## config.mk

```make
export PLATFORM = sky130hd
export DESIGN_NAME = mouse_packet_decoder
export DESIGN_NICKNAME = d
export VERILOG_FILES = /design/src/rtl/mouse_pkg.sv /design/src/rtl/mouse_axis_accumulator.sv /design/src/rtl/mouse_packet_decoder.sv
export SDC_FILE = /design/constraint.sdc
export NUM_CORES = 1
export LEC_CHECK = 0
export ABC_AREA = 1
export ABC_CLOCK_PERIOD_IN_PS = 2800
export CAP_MARGIN = 20
export CORE_ASPECT_RATIO = 0.75
export CORE_MARGIN = 4
export CORE_UTILIZATION = 40
export CTS_CLUSTER_SIZE = 10
export DETAILED_ROUTE_END_ITERATION = 6
export PLACE_DENSITY_LB_ADDON = 0.1
export SYNTH_ARGS = -nofsm -noshare
export SYNTH_HDL_FRONTEND = slang
export SYNTH_SLANG_ARGS = --single-unit
```

## constraint.sdc

```tcl
create_clock -name CLK -period 2.8 [get_ports CLK]
set_input_delay 0.28 -clock CLK [delete_from_list [all_inputs] [get_ports CLK]]
set_output_delay 0.28 -clock CLK [all_outputs]
set_load 0.1 [all_outputs]
```

## src/rtl/mouse_pkg.sv

```systemverilog
// Shared types and constants for the PS/2 mouse packet decoder.
package mouse_pkg;

    // Packet assembly states.
    typedef enum logic [2:0] {
        ST_IDLE    = 3'd0,
        ST_WAIT_B0 = 3'd1,
        ST_WAIT_B1 = 3'd2,
        ST_WAIT_B2 = 3'd3,
        ST_UPDATE  = 3'd4
    } state_e;

    // Bit positions inside the PS/2 status byte.
    localparam int unsigned SYNC_BIT  = 3;
    localparam int unsigned XSIGN_BIT = 4;
    localparam int unsigned YSIGN_BIT = 5;
    localparam int unsigned XOVF_BIT  = 6;
    localparam int unsigned YOVF_BIT  = 7;

    // Receiver error codes (bit0 = parity, bit1 = stop).
    localparam logic [1:0] RX_ERR_NONE   = 2'b00;
    localparam logic [1:0] RX_ERR_PARITY = 2'b01;
    localparam logic [1:0] RX_ERR_STOP   = 2'b10;

    // Default screen extents.
    localparam int unsigned DEF_MAX_X = 159;
    localparam int unsigned DEF_MAX_Y = 119;

    // True when the receiver reported a clean byte.
    function automatic logic rx_byte_ok(input logic [1:0] err);
        return err == RX_ERR_NONE;
    endfunction

endpackage

```

## src/rtl/mouse_axis_accumulator.sv

```systemverilog
// One axis of the absolute pointer: applies a 9-bit signed PS/2 delta and
// saturates the result to [0, MAX]. INVERT subtracts the delta (Y axis).
module mouse_axis_accumulator #(
    parameter int unsigned MAX    = 159,
    parameter int unsigned POS_W  = 8,
    parameter bit          INVERT = 1'b0
) (
    input  logic             CLK,
    input  logic             RESET,
    input  logic [7:0]       delta_byte_i,
    input  logic             sign_i,
    input  logic             ovf_i,
    input  logic             load_i,
    output logic [POS_W-1:0] pos_o
);

    // Wide enough for position +/- a full 9-bit delta without wrapping.
    localparam int unsigned SW = ((POS_W > 9) ? POS_W : 9) + 2;

    logic [POS_W-1:0]     pos_q, pos_d;
    logic signed [8:0]    delta;
    logic signed [SW-1:0] delta_ext, pos_ext, sum, max_s;

    // Build the signed delta, compute the new sum and clamp it.
    always_comb begin
        if (ovf_i) begin
            delta = sign_i ? 9'h100 : 9'h0FF;
        end else begin
            delta = {sign_i, delta_byte_i};
        end
        delta_ext = {{(SW-9){delta[8]}}, delta};
        pos_ext   = {{(SW-POS_W){1'b0}}, pos_q};
        max_s     = SW'(MAX);
        if (INVERT) begin
            sum = pos_ext - delta_ext;
        end else begin
            sum = pos_ext + delta_ext;
        end
        pos_d = pos_q;
        if (load_i) begin
            if (sum < 0) begin
                pos_d = '0;
            end else if (sum > max_s) begin
                pos_d = POS_W'(MAX);
            end else begin
                pos_d = sum[POS_W-1:0];
            end
        end
    end

    // Position register, reset to screen centre.
    always_ff @(posedge CLK or negedge RESET) begin
        if (!RESET) begin
            pos_q <= POS_W'(MAX >> 1);
        end else begin
            pos_q <= pos_d;
        end
    end

    assign pos_o = pos_q;

endmodule

```

## src/rtl/mouse_packet_decoder.sv

```systemverilog
// Assembles 3-byte PS/2 mouse packets from the receiver byte stream and
// maintains a saturated absolute pointer position.
module mouse_packet_decoder
    import mouse_pkg::*;
#(
    parameter int unsigned MAX_X          = DEF_MAX_X,
    parameter int unsigned MAX_Y          = DEF_MAX_Y,
    parameter int unsigned POS_W          = 8,
    parameter int unsigned TIMEOUT_CYCLES = 100000
) (
    input  logic             CLK,
    input  logic             RESET,
    input  logic             ENABLE,
    input  logic [7:0]       BYTE_IN,
    input  logic             BYTE_READY_IN,
    input  logic [1:0]       BYTE_ERROR_IN,
    output logic             READ_ENABLE,
    output logic [7:0]       MOUSE_STATUS,
    output logic [7:0]       MOUSE_DX,
    output logic [7:0]       MOUSE_DY,
    output logic [POS_W-1:0] MOUSE_X,
    output logic [POS_W-1:0] MOUSE_Y,
    output logic             PACKET_VALID,
    output logic             SYNC_ERROR
);

    localparam int unsigned CW = (TIMEOUT_CYCLES > 1) ? $clog2(TIMEOUT_CYCLES) : 1;
    localparam logic [CW-1:0] TO_LAST = CW'(TIMEOUT_CYCLES - 1);

    state_e          state_q, state_d;
    logic [CW-1:0]   cnt_q, cnt_d;
    logic [7:0]      stat_lat_q, stat_lat_d;
    logic [7:0]      dx_lat_q, dx_lat_d;
    logic [7:0]      dy_lat_q, dy_lat_d;
    logic [7:0]      status_q, dx_q, dy_q;
    logic            rd_en_q, rd_en_d;
    logic            sync_q, sync_d;
    logic            valid_q;
    logic            load;
    logic            byte_ok;

    assign byte_ok = rx_byte_ok(BYTE_ERROR_IN);
    assign load    = (state_q == ST_UPDATE) && ENABLE;

    // Next-state, byte latching, timeout and error strobe decisions.
    always_comb begin
        state_d    = state_q;
        cnt_d      = cnt_q;
        stat_lat_d = stat_lat_q;
        dx_lat_d   = dx_lat_q;
        dy_lat_d   = dy_lat_q;
        sync_d     = 1'b0;
        unique case (state_q)
            ST_IDLE: begin
                state_d = ST_WAIT_B0;
            end
            ST_WAIT_B0: begin
                if (BYTE_READY_IN) begin
                    if (!byte_ok || !BYTE_IN[SYNC_BIT]) begin
                        sync_d = 1'b1;
                    end else begin
                        stat_lat_d = BYTE_IN;
                        cnt_d      = '0;
                        state_d    = ST_WAIT_B1;
                    end
                end
            end
            ST_WAIT_B1, ST_WAIT_B2: begin
                cnt_d = cnt_q + 1'b1;
                // A byte in the timeout cycle takes precedence over the timeout.
                if (BYTE_READY_IN) begin
                    if (!byte_ok) begin
                        sync_d  = 1'b1;
                        state_d = ST_WAIT_B0;
                    end else if (state_q == ST_WAIT_B1) begin
                        dx_lat_d = BYTE_IN;
                        cnt_d    = '0;
                        state_d  = ST_WAIT_B2;
                    end else begin
                        dy_lat_d = BYTE_IN;
                        state_d  = ST_UPDATE;
                    end
                end else if (cnt_q == TO_LAST) begin
                    sync_d  = 1'b1;
                    state_d = ST_WAIT_B0;
                end
            end
            ST_UPDATE: begin
                state_d = ST_WAIT_B0;
            end
            default: begin
                state_d = ST_IDLE;
            end
        endcase
        if (!ENABLE) begin
            state_d = ST_IDLE;
            sync_d  = 1'b0;
        end
        rd_en_d = (state_d == ST_WAIT_B0) || (state_d == ST_WAIT_B1) ||
                  (state_d == ST_WAIT_B2);
    end

    // State, latches, registered strobes and published packet bytes.
    always_ff @(posedge CLK or negedge RESET) begin
        if (!RESET) begin
            state_q    <= ST_IDLE;
            cnt_q      <= '0;
            stat_lat_q <= '0;
            dx_lat_q   <= '0;
            dy_lat_q   <= '0;
            status_q   <= '0;
            dx_q       <= '0;
            dy_q       <= '0;
            rd_en_q    <= 1'b0;
            sync_q     <= 1'b0;
            valid_q    <= 1'b0;
        end else begin
            state_q    <= state_d;
            cnt_q      <= cnt_d;
            stat_lat_q <= stat_lat_d;
            dx_lat_q   <= dx_lat_d;
            dy_lat_q   <= dy_lat_d;
            rd_en_q    <= rd_en_d;
            sync_q     <= sync_d;
            valid_q    <= load;
            if (load) begin
                status_q <= stat_lat_q;
                dx_q     <= dx_lat_q;
                dy_q     <= dy_lat_q;
            end
        end
    end

    mouse_axis_accumulator #(
        .MAX    (MAX_X),
        .POS_W  (POS_W),
        .INVERT (1'b0)
    ) u_acc_x (
        .CLK          (CLK),
        .RESET        (RESET),
        .delta_byte_i (dx_lat_q),
        .sign_i       (stat_lat_q[XSIGN_BIT]),
        .ovf_i        (stat_lat_q[XOVF_BIT]),
        .load_i       (load),
        .pos_o        (MOUSE_X)
    );

    mouse_axis_accumulator #(
        .MAX    (MAX_Y),
        .POS_W  (POS_W),
        .INVERT (1'b1)
    ) u_acc_y (
        .CLK          (CLK),
        .RESET        (RESET),
        .delta_byte_i (dy_lat_q),
        .sign_i       (stat_lat_q[YSIGN_BIT]),
        .ovf_i        (stat_lat_q[YOVF_BIT]),
        .load_i       (load),
        .pos_o        (MOUSE_Y)
    );

    assign READ_ENABLE  = rd_en_q;
    assign MOUSE_STATUS = status_q;
    assign MOUSE_DX     = dx_q;
    assign MOUSE_DY     = dy_q;
    assign PACKET_VALID = valid_q;
    assign SYNC_ERROR   = sync_q;

endmodule

```

==> summary.txt <==
Outcome
  • Result of the run: finished clean

Setup path
  • Slowest Stage Delay on Critical Path: 410 ps
  • CP startpoint kind: flip-flop
  • Internal reg-to-reg setup slack: 290 ps
  • RR Startpoint: stat_lat_q[6]$_DFFE_PN0P_
  • Endpoint arrival time on the critical path: 2750 ps
  • Standard cell with the maximum stage delay on the critical path: sky130_fd_sc_hd__fa_1
  • Cell-by-cell listing of the critical path: nand2_1 > inv_1 > a21oi_1 > ha_1 > inv_1 > fa_1 > o21ai_2 > nand4_1 > nand2_1 > nand2_1 > nand2_1 > nand3_1 > nand2_1 > nand2_1
  • Worst Reg-to-Reg Cells: 14
  • Most used cell along the critical path: sky130_fd_sc_hd__nand2_1
  • Worst setup path class: reg2reg
  • Sort of element at the end of the critical path: flip-flop
  • CP top delay family: simple AND/OR/NAND/NOR gates
  • Crit path required time: 3030 ps
  • Largest fanout of any net on the critical path: 8
  • Buffers and inverters on the worst path: 2
  • Crit Reg-Reg Endpoint: u_acc_x.pos_o[4]$_DFFE_PN0P_

Die
  • Initial Utilization: 41.3%
  • Full die area: 13,900 µm²
  • Width of the die: 135 µm
  • Die Height: 103 µm
  • IO Pins: 57
  • Area of the core: 11,700 µm²
  • Standard-cell rows: 34

STA
  • Time the worst path needs with I/O delays and setup: 2510 ps
  • Final count of negative-setup-slack endpoints: 0
  • Maximum clock frequency: 0.398 GHz
  • Final cycle utilization of the critical path: 89.8%
  • Worst rel slew slack: 61.8%
  • Hold violation total from the final report: 0
  • Setup TNS: 0 ps
  • Smallest setup slack after layout: 286 ps
  • Hold_ws: 458 ps
  • Final clock skew: 6.75 ps
  • Setup repair after global routing missed its margin: false
  • Transition time of the tightest slew-check pin: 572 ps
  • Max Slew Vio Count: 0

Place
  • Post-Place Setup Slack: 285 ps
  • Final weighted congestion in routability-driven placement: 0.896
  • Port Buf Inserts: 56
  • Hpwl dp: 8760 µm

Pwr
  • Power density relative to cell area: 599 nW/µm²
  • Net switching fraction of the power: 33.9%
  • Power, Total: 3440 µW
  • Portion of total power attributed to sequential cells: 39.6%
  • Reported leakage power: 0.00299 µW
  • Internal power consumption: 2270 µW
  • Clock power frac: 35.3%
  • Share of total power in combinational logic: 25.0%
  • Net switching power of the design: 1170 µW
  • Worst supply voltage drop on vdd: 0.000322 V

Synth
  • Library cells used by synthesis: 41
  • Post-synthesis sequential element count: 87
  • Number of enable flip-flop cells after synthesis: 0
  • Proportion of register bits with asynchronous set or reset after synthesis: 100%
  • Cell area after technology mapping: 4810 µm²
  • Post-synth net total: 649
  • Most used flip-flop cell after synthesis: sky130_fd_sc_hd__dfrtp_1
  • Avg Cell Area, Syn: 7.82 µm²
  • Syn Inst Count: 615
  • Sequential-to-total area share from yosys stat: 45.5%
  • Warnings, synthesis: 0

Finish
  • Nets: 712
  • ANT cells: 0
  • Commonest non-fill, non-tap cells in the layout: 199 x sky130_fd_sc_hd__nand2_1, 91 x sky130_fd_sc_hd__inv_1, 77 x sky130_fd_sc_hd__dfrtp_1, 48 x sky130_fd_sc_hd__buf_4, 42 x sky130_fd_sc_hd__o21ai_0
  • Combined area of the multi-input logic cells: 2180 µm²
  • Area of all sequential standard cells: 2190 µm²
  • Fraction of final layout cells with drive strength greater than 1: 15.1%
  • Most common cell after layout, fill and taps aside: sky130_fd_sc_hd__nand2_1
  • Fillcell total: 1,166
  • Synthesis-to-layout area growth: 19.3%

Detailed routing
  • Number of remaining DRC errors: 0
  • Mean number of vias per cell: 4.72
  • Residual antenna-violating net count after detailed routing: 0
  • Number of detailed-routing iterations run before antenna repair: 5
  • Number of DRC violations after detailed-routing iteration 0: 222
  • WL per Instance: 13.5 µm
  • Routed via count: 3,991
  • Aggregate routed wire length: 11,400 µm

CTS
  • Number of buffers added by the clock tree synthesis step: 9
  • Post_cts resized: 0
  • Buffers inserted during post-CTS setup optimization: 0
  • Number of clock sinks: 87
  • Clock root buffer master: sky130_fd_sc_hd__clkbuf_16
  • Worst-Skew Late Latency: 340 ps
  • CTS tree: done
  • Deepest clock path buffer count: 2
  • Clock transition at path regs: 70 ps
  • Count of H-tree levels built during CTS: 3

GRT
  • Initial antenna violation count: 0
  • Via count of the first global-routing pass: 3,781
  • Total grt overflow: 0
  • Wire length of the first global-routing pass: 19,300 µm
  • GRT Resource Usage Total: 17.6%
  • Maximum number of pins on one net before global-route repair: 61

Min path
  • Hold path depth: 2
  • Source of the worst hold timing path: stat_lat_q[3]$_DFFE_PN0P_
  • Destination of the worst hold path: stat_lat_q[3]$_DFFE_PN0P_
  • Hold crit path type: reg2reg

Run
  • Number of violations of the max-capacitance limit: 0
## worst reg2reg max path: stages, from the launching register on
cell and delay (ps):
sky130_fd_sc_hd__dfrtp_1 390, sky130_fd_sc_hd__nand2_1 70, sky130_fd_sc_hd__inv_1 100, sky130_fd_sc_hd__a21oi_1 160
sky130_fd_sc_hd__ha_1 230, sky130_fd_sc_hd__inv_1 70, sky130_fd_sc_hd__fa_1 410, sky130_fd_sc_hd__o21ai_2 210
sky130_fd_sc_hd__nand4_1 140, sky130_fd_sc_hd__nand2_1 80, sky130_fd_sc_hd__nand2_1 40, sky130_fd_sc_hd__nand2_1 260
sky130_fd_sc_hd__nand3_1 120, sky130_fd_sc_hd__nand2_1 70, sky130_fd_sc_hd__nand2_1 40
## flip-flops by register name, summed over array words and instances (netlist names), 3 cells and up
signal,count
MOUSE_DX,8
MOUSE_DY,8
dy_lat_q,8
cnt_q,17
MOUSE_STATUS,8
u_acc_x.pos_o,8
stat_lat_q,8
u_acc_y.pos_o,8
state_q,3
dx_lat_q,8
## cells by family (layout without fill, tap and decap cells)
kind of cell | Yosys count | after routing | share of synthesized area, %
flip-flops | 87 | 87 | 45.5
adder cells (fa/ha/maj) | 20 | 20 | 5.52
AO/OA/AOI/OAI | 94 | 94 | 10.7
AND/OR/NAND/NOR | 302 | 302 | 28.2
multiplexers | 1 | 1 | 0.234
XOR/XNOR | 4 | 4 | 0.729
buffers and inverters | 107 | 175 | 9.05
## Yosys cell counts (5+ instances only)
master,instances,area (µm²)
sky130_fd_sc_hd__a21oi_1,29,145
sky130_fd_sc_hd__dfrtp_1,77,1930
sky130_fd_sc_hd__dfstp_2,10,263
sky130_fd_sc_hd__ha_1,18,225
sky130_fd_sc_hd__inv_1,91,342
sky130_fd_sc_hd__nand2_1,199,747
sky130_fd_sc_hd__nand3_1,24,120
sky130_fd_sc_hd__nand4_1,16,100
sky130_fd_sc_hd__nor2_1,35,131
sky130_fd_sc_hd__nor3_1,5,25.0
sky130_fd_sc_hd__o21ai_0,42,210
sky130_fd_sc_hd__o21ai_1,11,55.1
## worst max-delay path by stage
stage                                            start                      endpoint  cells past startpoint
after floorplan           u_acc_x.pos_o[0]$_DFFE_PN1P_  u_acc_x.pos_o[4]$_DFFE_PN0P_                     13
after global placement       stat_lat_q[6]$_DFFE_PN0P_  u_acc_x.pos_o[4]$_DFFE_PN0P_                     14
after detailed placement     stat_lat_q[6]$_DFFE_PN0P_  u_acc_x.pos_o[4]$_DFFE_PN0P_                     14
after CTS                    stat_lat_q[6]$_DFFE_PN0P_  u_acc_x.pos_o[4]$_DFFE_PN0P_                     14
after global routing         stat_lat_q[6]$_DFFE_PN0P_  u_acc_x.pos_o[4]$_DFFE_PN0P_                     16
final                        stat_lat_q[6]$_DFFE_PN0P_  u_acc_x.pos_o[4]$_DFFE_PN0P_                     14
## power groups by stage
stage | clock, µW | combinational [µW] | sequential (µW)
floorplan | 0 | 502 | 1510
global placement | 0 | 855 | 1380
detailed placement | 0 | 854 | 1390
CTS | 1250 | 860 | 1360
global route | 1300 | 969 | 1370
finish | 1210 | 861 | 1360
## area by class of cell
cell class | instances | share of cell area [%]
tap | 162 | 3.53
timing repair buffer | 61 | 8.55
sequential | 87 | 38.2
inverter | 98 | 6.50
multi-input combinational | 421 | 38.1
clock buffer | 9 | 3.92
clock inverter | 7 | 1.26
## routing by layer
metal / track usage, % / up-vias / wire, µm
met2: 25.1 / 87 / 4470
met5: 0 / - / 0
li1: - / 2091 / -
met1: 26.7 / 1802 / 6260
met4: 4.69 / 0 / 121
met3: 4.15 / 11 / 579
## per-stage QoR
| step | std cells | cell area [µm²] | util [%] |
|---|---|---|---|
| 2_1_floorplan | 615 | 4810 | - |
| 3_3_place_gp | 828 | 5430 | 46.6 |
| 3_5_place_dp | 828 | 5430 | 46.6 |
| 4_1_cts | 845 | 5740 | 49.2 |
| 5_1_grt | 845 | 5740 | 49.2 |
| 6_report | 845 | 5740 | 49.2 |
## timing repair
action / in CTS / in global routing
hold endpoints to repair: 42 / 0
setup endpoints to repair: 0 / 2
hold buffers: 1 / 0
(Power assumes the default switching activity.)
